[src/rtl/tdm_pkg.sv]
// Shared constants, FSM encoding and helpers for the tdm_demux8 slice.
// TDM_PARITY_EN adds a 9th (even-parity) slot per frame and widens the slot counter.
package tdm_pkg;

   localparam int NUM_SLOTS = 8;
   localparam int SLOT_W    = 3;

`ifdef TDM_PARITY_EN
   localparam int FRAME_LEN = NUM_SLOTS + 1;
   localparam int CNT_W     = SLOT_W + 1;
`else
   localparam int FRAME_LEN = NUM_SLOTS;
   localparam int CNT_W     = SLOT_W;
`endif

   localparam logic [CNT_W-1:0] LAST_SLOT = CNT_W'(FRAME_LEN - 1);

   typedef enum logic {
      IDLE = 1'b0,
      FILL = 1'b1
   } state_e;

   // Slot-indexed lanes to the parallel byte; MSB-first reverses bit order.
   function automatic logic [7:0] map_lanes(input logic [7:0] lanes, input logic lsb_first);
      logic [7:0] rev;
      rev = 8'h00;
      for (int i = 0; i < 8; i++) begin
         rev[7-i] = lanes[i];
      end
      if (lsb_first) begin
         return lanes;
      end else begin
         return rev;
      end
   endfunction

   function automatic logic even_par(input logic [7:0] v);
      return ^v;
   endfunction

endpackage

[src/rtl/tdm_demux8_dec3to8.sv]
// Pure 3-to-8 one-hot decoder producing the lane write enables of tdm_demux8.
module dec3to8 (
   input  logic [2:0] sel_i,
   output logic [7:0] onehot_o
);

   // Slot index to one-hot lane select.
   always_comb begin
      onehot_o = 8'h00;
      case (sel_i)
         3'd0:    onehot_o = 8'b0000_0001;
         3'd1:    onehot_o = 8'b0000_0010;
         3'd2:    onehot_o = 8'b0000_0100;
         3'd3:    onehot_o = 8'b0000_1000;
         3'd4:    onehot_o = 8'b0001_0000;
         3'd5:    onehot_o = 8'b0010_0000;
         3'd6:    onehot_o = 8'b0100_0000;
         3'd7:    onehot_o = 8'b1000_0000;
         default: onehot_o = 8'h00;
      endcase
   end

endmodule

[src/rtl/tdm_demux8.sv]
// Time-division 1-to-8 demultiplexer: serial bits steered by a slot counter into lanes,
// complete frames presented as a byte with a one-cycle strobe. Optional macro: TDM_PARITY_EN.
module tdm_demux8
   import tdm_pkg::*;
#(
   parameter bit LSB_FIRST = 1'b1
) (
   input  logic             clk,
   input  logic             rst,
   input  logic             in_valid,
   input  logic             x,
   input  logic             sof,
   output logic [CNT_W-1:0] s,
   output logic [7:0]       d,
   output logic [7:0]       y,
   output logic             out_valid
`ifdef TDM_PARITY_EN
  ,output logic             parity_err
`endif
);

   state_e           state_q, state_d;
   logic [CNT_W-1:0] s_q, s_d;
   logic [7:0]       d_q, d_d;
   logic [7:0]       y_q, y_d;
   logic             ov_q, ov_d;
   logic             perr_q, perr_d;

   logic             accept_s;
   logic [CNT_W-1:0] slot_s;
   logic             last_s;
   logic             lane_ok_s;
   logic [7:0]       we_raw_s;
   logic [7:0]       we_s;
   logic [7:0]       lanes_s;

   // sof re-anchors the bit to slot 0 regardless of where the counter stands.
   assign accept_s = in_valid & ((state_q == FILL) | sof);
   assign slot_s   = sof ? '0 : s_q;
   assign last_s   = accept_s & (slot_s == LAST_SLOT);
`ifdef TDM_PARITY_EN
   assign lane_ok_s = ~slot_s[CNT_W-1];
`else
   assign lane_ok_s = 1'b1;
`endif

   dec3to8 u_dec (
      .sel_i    (slot_s[SLOT_W-1:0]),
      .onehot_o (we_raw_s)
   );

   assign we_s    = we_raw_s & {8{accept_s & lane_ok_s}};
   assign lanes_s = (d_q & ~we_s) | ({8{x}} & we_s);

   // FSM state register.
   always_ff @(posedge clk) begin
      if (rst) begin
         state_q <= IDLE;
      end else begin
         state_q <= state_d;
      end
   end

   // FSM next state: once a frame starts the receiver stays framed.
   always_comb begin
      state_d = state_q;
      case (state_q)
         IDLE: begin
            if (in_valid && sof) begin
               state_d = FILL;
            end else begin
               state_d = IDLE;
            end
         end
         FILL:    state_d = FILL;
         default: state_d = IDLE;
      endcase
   end

   // FSM outputs: slot advance, lane capture and frame completion.
   always_comb begin
      s_d    = s_q;
      d_d    = d_q;
      y_d    = y_q;
      ov_d   = 1'b0;
      perr_d = 1'b0;
      if (accept_s) begin
         d_d = lanes_s;
         if (last_s) begin
            s_d  = '0;
            y_d  = map_lanes(lanes_s, LSB_FIRST);
            ov_d = 1'b1;
`ifdef TDM_PARITY_EN
            perr_d = x ^ even_par(d_q);
`else
            perr_d = 1'b0;
`endif
         end else begin
            s_d = slot_s + CNT_W'(1);
         end
      end else begin
         s_d = s_q;
      end
   end

   // Datapath registers.
   always_ff @(posedge clk) begin
      if (rst) begin
         s_q    <= '0;
         d_q    <= 8'h00;
         y_q    <= 8'h00;
         ov_q   <= 1'b0;
         perr_q <= 1'b0;
      end else begin
         s_q    <= s_d;
         d_q    <= d_d;
         y_q    <= y_d;
         ov_q   <= ov_d;
         perr_q <= perr_d;
      end
   end

   assign s         = s_q;
   assign d         = d_q;
   assign y         = y_q;
   assign out_valid = ov_q;
`ifdef TDM_PARITY_EN
   assign parity_err = perr_q;
`else
   logic unused_perr_s;
   assign unused_perr_s = perr_q;
`endif

endmodule
[config.mk]
export PLATFORM = sky130hd
export DESIGN_NAME = tdm_demux8
export DESIGN_NICKNAME = d
export VERILOG_FILES = /design/src/rtl/tdm_pkg.sv /design/src/rtl/tdm_demux8_dec3to8.sv /design/src/rtl/tdm_demux8.sv
export SDC_FILE = /design/constraint.sdc
export NUM_CORES = 1
export LEC_CHECK = 0
export ABC_CLOCK_PERIOD_IN_PS = 2500
export CAP_MARGIN = 40
export CORE_MARGIN = 2
export CORE_UTILIZATION = 30
export CTS_CLUSTER_DIAMETER = 30
export DETAILED_ROUTE_END_ITERATION = 12
export PLACE_DENSITY = 0.57
export SETUP_SLACK_MARGIN = 0.4
export SLEW_MARGIN = 20
export SYNTH_ARGS = -nofsm -noshare
export SYNTH_HDL_FRONTEND = slang
export SYNTH_HIERARCHICAL = 1
export SYNTH_SLANG_ARGS = --single-unit
[constraint.sdc]
create_clock -name clk -period 2.5 [get_ports clk]
set_input_delay 0.25 -clock clk [delete_from_list [all_inputs] [get_ports clk]]
set_output_delay 0.25 -clock clk [all_outputs]
set_load 0.01 [all_outputs]
==> run summary <==
After synthesis, the cell types taking the most area are dfxtp_1 (40%), a2111oi_2 (12%), mux2i_1 (7.7%). The global-route usage over all layers is 0.1184. Of the total power, the clock network draws 0.288.

The net total in the final layout is 139. After clock tree synthesis, the clock-pin slew on the worst setup and hold paths is 110 ps. The depth of the worst register-to-register path is 6.

The detailed router finished its first iteration with 24 violations. The post-route minimum period is 1855 ps. The number of cells after detailed placement came out at 173. The post-synthesis net count came out at 112.

The share of total power in sequential cells came out at 0.618. Of the total power, the share spent switching nets is 0.2471. The beginning of the critical path is sof.

The antenna diode count is 0. In the final routed layout, each cell accounts on average for 12.93 microns. For this run, the register share of the synthesized area comes to 0.4038. The number of buffers inserted for hold repair after clock tree synthesis is 0. The final non-filler cell area came out at 0.001370 sq mm. The first global-routing pass estimated 3.781 mm of wire. The post-synthesis area per instance came out at 9.914 sq um. The DRC violation count after routing is 0. The path class of the tightest hold or removal check is reg -> reg.

For this design, the sink count on the clock tree is 21. The internal portion of total power came out at 421.0 uW. The number of max-cap violations is 0.

The routed design has 2.289 mm of wire. The clock latency on the worst-skew pair is 300 ps. The effective utilization at floorplan is 0.3120. The post-CTS resize count came out at 0. For the final routed database, the setup TNS stands at 0 ps.

The endpoint required time on the critical path came out at 2690 ps. The final standard cell count with taps included and fillers excluded is 177. The HPWL after detailed placement is 1.702 mm. The post-detailed-placement cell area is 0.001343 sq mm. The width of the chip came out at 62.91 microns. The total I/O pin count came out at 25.

In this run the post-CTS setup repair buffer count came out at 0. The number of warnings issued by yosys came out at 6. The synthesized cell area is 0.001041 sq mm. Of the cells placed in the final design, the portion with a size suffix greater than 1 is 0.1832. The number of antenna violations at the first check in global routing was 0. The cell count after synthesis came out at 105. In the routed layout, each cell is associated on average with a via count of 4.960. The number of global-route vias before repair came out at 803.

The cell count of the worst hold path is 2. The die is 62.91 microns tall. Global routing finished with a remaining overflow of 0. The number of optimization iterations in the first detailed-route pass is 4. Setup slack closes at 644.8 ps. The worst-case register-to-register setup slack came out at 700 ps.

Of the total power, combinational logic draws 0.094. The worst min-delay path startpoint is s[2]. In this run the static leakage power is 0.0005279 uW.

The maximum number of pins on one net before global-route repair came out at 14. Relative to the synthesized area, the layout overhead comes to 31.61%. Derived from the worst setup path, the maximum achievable clock frequency is 539.0 MHz. The number of buffers on the longest clock path is 2.

The number of vias after detailed routing came out at 878. The number of setup violations in the final report is 0. Power spread over the standard cell area amounts to 408.1 mW/mm^2. The floorplan has 21 rows. The number of I/O port buffers is 24. The pre-CTS worst setup slack came out at 313.2 ps. The filler cell count in the final layout is 334. The antenna violation net count after detailed routing is 0. The floorplan step defined a core boundary enclosing 0.003337 sq mm. The routing usage on met1 is 0.1503. The most used routing layer in global routing is met2.

The area of the die is 0.003957 sq mm. The largest fanout on the critical path came out at 8. The data arrival time of the critical path is 2050 ps. The maximum clock skew at final layout came out at 8.362 ps. Setup repair after global routing left no endpoint under its margin. Of the available clock period, the critical path in the final layout requires 0.7421.

The actual transition at the worst max-transition pin is 524.1 ps. The cell sitting at the root of the clock tree is a clkbuf_4. The endpoint identified for the worst register-to-register timing path is y[2]. For this run, global-route usage on met3 was measured as 0.01622. The worst hold margin came out at 479.4 ps. For hold timing, the worst endpoint is s[2]. TritonCTS built the clock tree. The switching power total is 138.1 uW. The critical path class is in -> reg. The hold violation total from the final report is 0.

The register bit total from synthesis came out at 21. The final max-slew violation count came out at 0. The routability congestion estimate from global placement came out at 0.8600. STA classifies the critical path startpoint as a primary input. The launch instance of the worst register-to-register path is s[0]. The total CTS buffers is 3. The maximum level of the CTS H-tree is 1. The met2 routing resource usage after global routing is 0.1995. The biggest area contributor in the post-synthesis netlist is dfxtp_1. The run finished with clean final reports. The maximum resistive drop on vdd is 0.0001252 V. The number of different library cells used by synthesis comes to 23. STA classifies the critical path endpoint as a flip-flop.

The tightest slew margin relative to the limit is 0.6502. The share of the synthesized area in the top cell type is 0.4038.
[registers in the layout (all words and copies together) (netlist names)]
| signal | flops |
|---|---|
| s | 3 |
| out_valid | 1 |
| d | 8 |
| y | 8 |
| state_q | 1 |
[worst max-delay path, cell delays in order]
cell             delay [ps]
clkdlybuf4s50_1         460
nor2b_1                 190
ha_1                    170
ha_1                    230
o211a_1                 320
nor2_1                   80
a2111oi_2               340
[metrics by stage]
stage	utilization	total power (uW)
floorplan	-	384.1
global placement	0.3990	403.1
detailed placement	0.4023	405.6
CTS	0.4106	569.1
global route	0.4106	585.2
finish	0.4106	559.1
[layout make-up]
class,count,area [sq um],area share
sequential,21,420.4,0.3069
multi-input combinational,77,583.1,0.4256
clock buffer,3,22.52,0.01644
clock inverter,1,5.005,0.003653
tap,46,57.56,0.04201
timing repair buffer,29,281.5,0.2055
[metal layers]
| layer | wire [microns] | vias up |
|---|---|---|
| li1 | - | 449 |
| met2 | 1072 | 11 |
| met4 | 19 | 0 |
| met1 | 1137 | 416 |
| met3 | 61 | 2 |
| met5 | 0 | - |
[cell usage after synthesis]
master,instances
nor3b_4,1
buf_2,3
mux2i_1,8
o211a_1,1
ha_1,2
and3_2,1
nor2_1,19
nand2_1,2
nor3b_1,3
nor3_1,9
buf_6,1
dfxtp_1,21
a21oi_1,3
clkbuf_1,3
o21ai_2,1
a211oi_1,1
o211ai_1,8
and3b_2,3
o21a_1,1
o211ai_2,1
nand3b_1,2
nor2b_1,3
a2111oi_2,8
[kinds of logic (layout without fill, tap and decap cells)]
| group | Yosys count | count (layout) | share of synthesized area |
|---|---|---|---|
| mux | 8 | 8 | 0.07693 |
| buf+inv | 7 | 33 | 0.03605 |
| fa+ha+maj | 2 | 2 | 0.02403 |
| compound gates | 24 | 24 | 0.2320 |
| flops | 21 | 21 | 0.4038 |
| simple gates | 43 | 43 | 0.2272 |
[how the worst max path moves through the flow]
stage and to:
2_1_floorplan y[0], 3_3_place_gp y[6], 3_5_place_dp y[2], 4_1_cts y[2], 5_1_grt y[2], 6_report y[2]
[layout by cell type (no fill, tap or decap)]
master           count
a211oi_1             1
nor3b_4              1
nor2b_1              3
buf_6                1
and3b_2              3
a21oi_1              3
nor3_1               9
nor2_1              19
and3_2               1
clkbuf_4             3
o211ai_2             1
ha_1                 2
buf_4                4
clkinv_2             1
o211ai_1             8
o21ai_2              1
mux2i_1              8
nand2_1              2
nand3b_1             2
o211a_1              1
clkdlybuf4s50_1     24
dfxtp_1             21
o21a_1               1
nor3b_1              3
a2111oi_2            8
[power groups by stage]
stage	logic [uW]	registers (uW)	clock network, uW
floorplan	33.4	351	0
global placement	50.5	353	0
detailed placement	52.8	353	0
CTS	52.8	345	171
global route	56.8	346	182
finish	52.8	345	161
(Power assumes the default switching activity.)
